[config.mk]
export PLATFORM = sky130hd
export DESIGN_NAME = fetch_stage_flat
export DESIGN_NICKNAME = d
export VERILOG_FILES = /design/src/rtl/fetch_stage_pkg.sv /design/src/rtl/fetch_stage_if.sv /design/src/rtl/fetch_stage_load_use_hazard.sv /design/src/rtl/fetch_stage.sv /design/src/flat_wrapper.sv
export SDC_FILE = /design/constraint.sdc
export NUM_CORES = 1
export LEC_CHECK = 0
export ABC_AREA = 1
export CORE_ASPECT_RATIO = 1.5
export CORE_MARGIN = 8
export CORE_UTILIZATION = 43
export DETAILED_ROUTE_END_ITERATION = 12
export DONT_BUFFER_PORTS = 1
export GPL_TIMING_DRIVEN = 0
export SETUP_SLACK_MARGIN = 0.15
export SKIP_LAST_GASP = 1
export SYNTH_ARGS = -nofsm -noshare
export SYNTH_HDL_FRONTEND = slang
export SYNTH_SLANG_ARGS = --single-unit
[constraint.sdc]
create_clock -name clk_i -period 5.3 [get_ports clk_i]
set_clock_uncertainty 0.2 [all_clocks]
set_input_delay 1.325 -clock clk_i [delete_from_list [all_inputs] [get_ports clk_i]]
set_output_delay 1.325 -clock clk_i [all_outputs]
set_load 0.05 [all_outputs]
[src/rtl/fetch_stage_pkg.sv]
// Shared pipeline constants, instruction field helpers and fetch-stage types.
package fetch_stage_pkg;

    localparam int unsigned XLEN      = 32;
    localparam int unsigned REG_AW    = 5;
    localparam int unsigned RS_LSB    = 21;
    localparam int unsigned RT_LSB    = 16;
    localparam int unsigned CNT_W_DEF = 16;

    localparam logic [XLEN-1:0] NOP          = 32'h0000_0000;
    localparam logic [XLEN-1:0] PC_INC       = 32'd4;
    localparam logic [XLEN-1:0] RESET_PC_DEF = 32'h0000_0000;

    // Which update the PC and IF/ID registers take on the next edge.
    typedef enum logic [1:0] {
        ACT_IDLE     = 2'd0,
        ACT_STALL    = 2'd1,
        ACT_REDIRECT = 2'd2,
        ACT_ADVANCE  = 2'd3
    } fetch_act_e;

    // IF/ID pipeline register payload.
    typedef struct packed {
        logic            valid;
        logic [XLEN-1:0] pc_plus4;
        logic [XLEN-1:0] instr;
    } ifid_t;

    function automatic logic [REG_AW-1:0] rs_of(input logic [XLEN-1:0] instr);
        return instr[RS_LSB +: REG_AW];
    endfunction

    function automatic logic [REG_AW-1:0] rt_of(input logic [XLEN-1:0] instr);
        return instr[RT_LSB +: REG_AW];
    endfunction

endpackage

[src/rtl/fetch_stage_if.sv]
// Fetch-stage bus: instruction memory, redirect, ID/EX hazard inputs and IF/ID outputs.
interface fetch_stage_if
    import fetch_stage_pkg::*;
#(
    parameter int unsigned CNT_W = CNT_W_DEF
) ();

    logic              start_i;
    logic [XLEN-1:0]   pc_o;
    logic [XLEN-1:0]   instr_i;
    logic              redirect_i;
    logic [XLEN-1:0]   redirect_pc_i;
    logic              idex_memread_i;
    logic [REG_AW-1:0] idex_rt_i;
    logic [XLEN-1:0]   instr_o;
    logic [XLEN-1:0]   pc_plus4_o;
    logic              valid_o;
    logic              stall_o;
    logic              bubble_o;
    logic [CNT_W-1:0]  stall_cnt_o;

    // Fetch stage side.
    modport master (
        input  start_i, instr_i, redirect_i, redirect_pc_i, idex_memread_i, idex_rt_i,
        output pc_o, instr_o, pc_plus4_o, valid_o, stall_o, bubble_o, stall_cnt_o
    );

    // Memory / rest-of-pipeline side.
    modport slave (
        output start_i, instr_i, redirect_i, redirect_pc_i, idex_memread_i, idex_rt_i,
        input  pc_o, instr_o, pc_plus4_o, valid_o, stall_o, bubble_o, stall_cnt_o
    );

endinterface

[src/rtl/fetch_stage_load_use_hazard.sv]
// Load-use hazard compare between the IF/ID instruction and a load sitting in ID/EX.
module load_use_hazard
    import fetch_stage_pkg::*;
(
    input  logic              i_valid,
    input  logic [REG_AW-1:0] i_rs,
    input  logic [REG_AW-1:0] i_rt,
    input  logic              i_idex_memread,
    input  logic [REG_AW-1:0] i_idex_rt,
    output logic              o_stall
);

    logic w_rt_nonzero;
    logic w_src_match;

    // Register zero never carries a dependency.
    always_comb begin
        w_rt_nonzero = (i_idex_rt != '0);
        w_src_match  = (i_idex_rt == i_rs) || (i_idex_rt == i_rt);
        o_stall      = i_valid & i_idex_memread & w_rt_nonzero & w_src_match;
    end

endmodule

[src/rtl/fetch_stage.sv]
// Fetch stage: PC register, IF/ID register, load-use stall and branch redirect.
module fetch_stage
    import fetch_stage_pkg::*;
#(
    parameter logic [XLEN-1:0] RESET_PC = RESET_PC_DEF,
    parameter int unsigned     CNT_W    = CNT_W_DEF
) (
    input  logic          clk_i,
    input  logic          rst_i,
    fetch_stage_if.master bus
);

    logic [XLEN-1:0]  r_pc;
    ifid_t            r_ifid;
    logic [CNT_W-1:0] r_cnt;

    logic [XLEN-1:0]  w_pc_next;
    logic [XLEN-1:0]  w_pc_plus4;
    ifid_t            w_ifid_next;
    logic [CNT_W-1:0] w_cnt_next;
    logic             w_stall;
    fetch_act_e       w_act;

    load_use_hazard u_hazard (
        .i_valid        (r_ifid.valid),
        .i_rs           (rs_of(r_ifid.instr)),
        .i_rt           (rt_of(r_ifid.instr)),
        .i_idex_memread (bus.idex_memread_i),
        .i_idex_rt      (bus.idex_rt_i),
        .o_stall        (w_stall)
    );

    // Edge priority: run enable, then load-use stall, then redirect, else advance.
    always_comb begin
        w_act = ACT_ADVANCE;
        if (!bus.start_i) begin
            w_act = ACT_IDLE;
        end else if (w_stall) begin
            w_act = ACT_STALL;
        end else if (bus.redirect_i) begin
            w_act = ACT_REDIRECT;
        end
    end

    // Next PC, IF/ID and stall counter for the selected action.
    always_comb begin
        w_pc_plus4  = r_pc + PC_INC;
        w_pc_next   = r_pc;
        w_ifid_next = r_ifid;
        w_cnt_next  = r_cnt;
        case (w_act)
            ACT_IDLE: begin
                w_ifid_next.instr = NOP;
                w_ifid_next.valid = 1'b0;
            end
            ACT_STALL: begin
                if (r_cnt != {CNT_W{1'b1}}) begin
                    w_cnt_next = r_cnt + CNT_W'(1);
                end
            end
            ACT_REDIRECT: begin
                // The word fetched this cycle is on the wrong path and is dropped.
                w_pc_next         = bus.redirect_pc_i;
                w_ifid_next.instr = NOP;
                w_ifid_next.valid = 1'b0;
            end
            ACT_ADVANCE: begin
                w_pc_next            = w_pc_plus4;
                w_ifid_next.instr    = bus.instr_i;
                w_ifid_next.pc_plus4 = w_pc_plus4;
                w_ifid_next.valid    = 1'b1;
            end
            default: begin
                w_pc_next = r_pc;
            end
        endcase
    end

    // State registers with synchronous reset.
    always_ff @(posedge clk_i) begin
        if (rst_i) begin
            r_pc   <= RESET_PC;
            r_ifid <= '{valid: 1'b0, pc_plus4: '0, instr: NOP};
            r_cnt  <= '0;
        end else begin
            r_pc   <= w_pc_next;
            r_ifid <= w_ifid_next;
            r_cnt  <= w_cnt_next;
        end
    end

    assign bus.pc_o        = r_pc;
    assign bus.instr_o     = r_ifid.instr;
    assign bus.pc_plus4_o  = r_ifid.pc_plus4;
    assign bus.valid_o     = r_ifid.valid;
    assign bus.stall_o     = w_stall;
    assign bus.bubble_o    = w_stall;
    assign bus.stall_cnt_o = r_cnt;

endmodule

[src/flat_wrapper.sv]
// flat-port wrapper written by rule: the top's interface ports become plain ports
module fetch_stage_flat import fetch_stage_pkg::*;
#(
    parameter logic [XLEN-1:0] RESET_PC = RESET_PC_DEF,
    parameter int unsigned     CNT_W    = CNT_W_DEF
)
  (clk_i, rst_i, bus_start_i, bus_instr_i, bus_redirect_i, bus_redirect_pc_i, bus_idex_memread_i, bus_idex_rt_i, bus_pc_o, bus_instr_o, bus_pc_plus4_o, bus_valid_o, bus_stall_o, bus_bubble_o, bus_stall_cnt_o);
  fetch_stage_if #(.CNT_W(CNT_W)) bus_i ();
  input  logic clk_i;
  input  logic rst_i;
  input wire logic [$bits(bus_i.start_i)-1:0] bus_start_i;
  input wire logic [$bits(bus_i.instr_i)-1:0] bus_instr_i;
  input wire logic [$bits(bus_i.redirect_i)-1:0] bus_redirect_i;
  input wire logic [$bits(bus_i.redirect_pc_i)-1:0] bus_redirect_pc_i;
  input wire logic [$bits(bus_i.idex_memread_i)-1:0] bus_idex_memread_i;
  input wire logic [$bits(bus_i.idex_rt_i)-1:0] bus_idex_rt_i;
  output wire logic [$bits(bus_i.pc_o)-1:0] bus_pc_o;
  output wire logic [$bits(bus_i.instr_o)-1:0] bus_instr_o;
  output wire logic [$bits(bus_i.pc_plus4_o)-1:0] bus_pc_plus4_o;
  output wire logic [$bits(bus_i.valid_o)-1:0] bus_valid_o;
  output wire logic [$bits(bus_i.stall_o)-1:0] bus_stall_o;
  output wire logic [$bits(bus_i.bubble_o)-1:0] bus_bubble_o;
  output wire logic [$bits(bus_i.stall_cnt_o)-1:0] bus_stall_cnt_o;
  assign bus_i.start_i = bus_start_i;
  assign bus_i.instr_i = bus_instr_i;
  assign bus_i.redirect_i = bus_redirect_i;
  assign bus_i.redirect_pc_i = bus_redirect_pc_i;
  assign bus_i.idex_memread_i = bus_idex_memread_i;
  assign bus_i.idex_rt_i = bus_idex_rt_i;
  assign bus_pc_o = bus_i.pc_o;
  assign bus_instr_o = bus_i.instr_o;
  assign bus_pc_plus4_o = bus_i.pc_plus4_o;
  assign bus_valid_o = bus_i.valid_o;
  assign bus_stall_o = bus_i.stall_o;
  assign bus_bubble_o = bus_i.bubble_o;
  assign bus_stall_cnt_o = bus_i.stall_cnt_o;
  fetch_stage #(.RESET_PC(RESET_PC), .CNT_W(CNT_W)) u_core (.clk_i(clk_i), .rst_i(rst_i), .bus(bus_i));
endmodule
# Yosys cells after proc, flatten, opt, wreduce, memory -nomap -nowiden
# Cells that the tools add are included.
[word_totals]
register_bits = 113
inputBits = 74
[op_classes]
muxes = 6
addsub = 2
eq_ne = 6
n_reduce_logical = 7
bitwise = 3
[ops]
columns = ["operator", "count"]
rows = [
  ["$pmux 32 s2", 2],
  ["$add 32x3->32 const B", 1],
  ["$add 16x1->16 const B", 1],
  ["$ne 16x16->1 const B", 1],
  ["$eq 5x5->1", 2],
  ["$reduce_bool 5->1", 1],
  ["$eq 2x2->1 const B", 2],
  ["$mux 2", 2],
  ["$reduce_bool 2->1", 2],
  ["$and 1x1->1", 3],
  ["$eq 2x1->1 const B", 1],
  ["$logic_not 2->1", 1],
  ["$pmux 1 s2", 1],
  ["$reduce_and 2->1", 1],
  ["$reduce_or 2->1", 1],
  ["$logic_or 1x1->1", 1],
  ["$mux 1", 1],
]

# Longest topological paths before layout
[depth]
depth_word = 8
ltp_mapped = 14

# Modules after synthesis
# From an unflattened synthesis, not the netlist that was laid out.
[hier_totals]
cells_unflattened = 790
area_unflattened_um2 = 5375.2
[modules_own_cells]
columns = ["mod", "instances", "area_each_um2", "seq_area_each_um2", "cells_each"]
rows = [
  ["fetch_stage", 1, 5172.5, 2262.2, 745],
  ["load_use_hazard", 1, 202.7, 0.0, 45],
]

# Worst setup path after synthesis
# No wires, ideal clock.
[synth_timing]
kind = "input-to-output"
from = "input port bus_idex_rt_i[4]"
to = "output port bus_stall_o"
setup_slack_ns = 1.055
n_path_buf = 3
arrival_time_ns = 2.720
required_ns = 3.775
path_stages = 11
cell_sequence = "inv_2 > nand2_1 > nand2_1 > nor2_1 > nand3_1 > nand2_1 > nand2_1 > buf_2 > buf_2 > inv_1 > buf_4"
[synth_via]
elab_chain_cells = 3
[synth_lines]
columns = ["element", "line_no", "rtl"]
rows = [
  ["from (decl)", "flat_wrapper.sv:16", "input wire logic [$bits(bus_i.idex_rt_i)-1:0] bus_idex_rt_i;"],
  ["$reduce_bool 5->1 / $eq 5x5->1 (equally long branches)", "fetch_stage_load_use_hazard.sv:18, fetch_stage_load_use_hazard.sv:19", ""],
  ["$and 1x1->1 / $logic_or 1x1->1 (equally long branches)", "fetch_stage_load_use_hazard.sv:20, fetch_stage_load_use_hazard.sv:19", ""],
  ["$and 1x1->1 *", "fetch_stage_load_use_hazard.sv:20", "o_stall = i_valid & i_idex_memread & w_rt_nonzero & w_src_match;"],
  ["to (decl)", "flat_wrapper.sv:21", "output wire logic [$bits(bus_i.stall_o)-1:0] bus_stall_o;"],
]
# Every way passes the cells marked *; elsewhere a longest branch is shown, timed or not.

# Worst setup path after layout
[layout_timing]
from = "input port bus_idex_rt_i[1]"
to = "output port bus_stall_o"
# The elaborated chain is that of the path after synthesis.

==> summary.md <==
| Metric | Value |
|---|---|
| Achievable Freq | 219.8 MHz |
| GR Overflow Total | 0 |
| Vias post-DR | 5,330 |
| Tmin final | approximately 4.5 ns |
| Total power | 2.420 mW |
| Startpoint types | input port |
| Total Routing Usage GR | 21.16% |
| Setup_tns | 0 ns |
| Final setup fails | 0 |
| Vias in the first global route | 5,197 |
| Post-Place Cells | between 1,000 and 1,500 |
| CTS Hold Bufs | 0 |
| Crit Path Max Fanout | 10 |
| Async S/R FF share, synth | 0% |
| FP Rows | 51 |
| LEAKAGE | roughly 2.6 nW |
| RSZ-0062 raised after global routing | no |
| Setup repair bufs after CTS | 0 |
| Power density over cell area | 374.4 nW/um^2 |
| Final period util | 85.85% |
| ANT cells | 0 |
| Setup crit end kind | output pin |
| Net Count, Synth | 919 |
| Number of synthesized flops with an enable pin | 0 |
| Measured slew at the worst slew-check pin | 0.7058 ns |
| Crit path top cell by count | nand2_1 |
| # IOs | about 190 |
| Clk buf depth | 2 |
| Core area | between 10,000 and 15,000 sq um |
| Share of cells above drive strength 1 | under 10% |
| Antenna violations before repair | 0 |
| Die width | 109.4 um |
| WL/cell | 17.52 um |
| Register area | 2262 sq um |
| H-tree levels | 4 |
| Pins Over Slew Limit | 0 |
| Outcome | completed |
| Min-delay worst type | flop to flop |
| Worst-Skew Late Latency | 0.41 ns |
| Syn Area/Cell | approximately 6.7 sq um |
| Num Clock Sinks | 113 |
| Syn-to-layout area delta | 14.88% |
| Post-route ant nets | 0 |
| First-pass GRT wire length | 28,010 um |
| Drt drc | 0 |
| Vias per cell | 5.160 |
| Post-synth top area cell | dfxtp_1 |
| CTS tree | built |
| Root buf cell | clkbuf_16 |
| Final hold violations | 0 |
| Dpl hpwl | 14,320 um |
| Starting density of the core | 43.65% |
| Top-count cell post-synth | nand2_1 |
| Starting DRT DRC Count | 312 |
| Crit-path cells | inv_2 > nand2_1 > nand2_1 > nor2_1 > nand3_1 > nand2_1 > nand2_1 > buf_2 > buf_2 > inv_1 > buf_4 |
| Yosys reg bits | 113 |
| Filler Cell Count | about 1,400 |
| Yosys cell types | 27 |
| Worst endpoint required time | between 3 and 4 ns |
| RePlAce Congestion | 0.9061 |
| Clock slew at reported path FFs | ~0.05 ns |
| Filler-free cell count of the finished design | 1,033 |
| Die H | 156.1 um |
| Post-synthesis sequential area ratio | 40.20% |
| Synth area leaders | dfxtp_1 (40%), nand2_1 (20%), a21oi_1 (9.6%), inv_1 (5.3%), xor2_1 (5.1%) |
| Final WL | 18,100 um |
| Maxcap violations | 0 |
| Primary FF master, synth | dfxtp_1 |
| Die area | 17,080 sq um |
| Yosys top cell area share | approximately 40% |
| Nets | 938 |
| Pin count of the biggest net entering global routing | 17 |
| Critical path's slowest cell | inv_1 |
| Yosys Warn Count | 0 |
| Synth Cell Area | about 5600 sq um |
| Top cells by count, synth | nand2_1 (295), dfxtp_1 (113), a21oi_1 (108) |
| Post-cts resize count | 0 |
| Initial DRT Pass Iterations | 7 |
| CTS buffer count | 17 |
| R2r setup slk | ~2.5 ns |
| VDD IR max | about 0.0002 V |
| Multi-input logic area | approximately 2800 sq um |
| Worst Path Arrival | 3.02 ns |
| Crit path largest cell delay | roughly 0.40 ns |
| Max-slew headroom at the worst pin | 52.88% |
| Kind of critical path | input port to output pin |
| Port Buf Inserts | 0 |
| Cells after Synth | 843 |
[final cells by class]
type / instances / area share (%)
tap: 159 / 3.078
clock buffer: 22 / 7.491
sequential: 113 / 35.00
buffer: 43 / 3.504
multi-input combinational: 601 / 43.55
inverter: 86 / 4.994
clock inverter: 9 / 2.381
[metrics by stage]
step	area [sq um]	util [%]	worst slack, ns	hold slack, ns
floorplan	5627	-	1.055	0.2525
global placement	5826	45.20	0.7379	0.2741
detailed placement	5826	45.20	0.7278	0.2901
CTS	6464	50.15	0.7245	0.3035
global route	6464	50.15	0.5913	0.3108
finish	6464	50.15	0.7501	0.2996
[cells in the final DEF, fill, tap and decap left out]
master,count
a21oi_1,108
a21oi_2,8
buf_1,2
buf_2,13
buf_4,11
buf_6,1
bufinv_16,4
clkbuf_1,17
clkbuf_16,17
clkbuf_8,4
clkinv_1,1
clkinv_2,2
clkinv_4,1
clkinvlp_4,2
dfxtp_1,113
ha_1,2
inv_1,80
inv_2,5
nand2_1,295
nand2_2,1
nand2_4,1
nand3_1,33
nand3_2,1
nand4_1,28
nor2_1,64
nor2_2,2
nor2_4,1
nor3_1,11
nor3_2,1
nor3_4,1
o21ai_0,7
xnor2_1,4
xor2_1,33
[critical path: cells and delay by family]
family,cells,cell delay (ns)
simple gates,6,0.57
buf+inv,5,1.13
[path summary, 6_finish.rpt]
kind | cells past startpoint | startpoint | endpoint
min | 2 | u_core.bus.pc_o[0]$_SDFFE_PP0P_ | u_core.bus.pc_plus4_o[0]$_SDFFE_PP0N_
min reg2reg | 2 | u_core.bus.pc_o[0]$_SDFFE_PP0P_ | u_core.bus.pc_plus4_o[0]$_SDFFE_PP0N_
max | 11 | bus_idex_rt_i[1] | bus_stall_o
max reg2reg | 11 | u_core.bus.instr_o[16]$_SDFFE_PP0P_ | u_core.bus.valid_o$_SDFFE_PP0P_
[registers in the layout (all words and copies together) (netlist names)]
name and cells:
u_core.bus.instr_o 32, u_core.bus.pc_o 32, u_core.bus.pc_plus4_o 32, u_core.bus.stall_cnt_o 16, u_core.bus.valid_o 1
[kinds of logic after synthesis]
logic type               after synthesis  synth area share, %
AND/OR/NAND/NOR                      439                32.35
buffers and inverters                129                9.762
AO/OA/AOI/OAI                        123                11.47
flip-flops                           113                40.20
XOR/XNOR                              37                5.759
adder cells (fa/ha/maj)                2               0.4447
[metal layers]
| metal | vias to the layer above | global-route usage, % | wire length [um] |
|---|---|---|---|
| met5 | - | 0 | 0 |
| met4 | 0 | 6.912 | 273 |
| met3 | 20 | 8.768 | 1996 |
| met2 | 193 | 35.68 | 8812 |
| met1 | 2405 | 23.20 | 7013 |
| li1 | 2712 | - | - |
[report_power, final]
part	total [mW]	internal [mW]	switching (mW)
Clock	1.23	0.833	0.399
Combinational	0.157	0.0530	0.104
Sequential	1.03	0.883	0.148
Total	2.42	1.77	0.651
(Power assumes the default switching activity.)
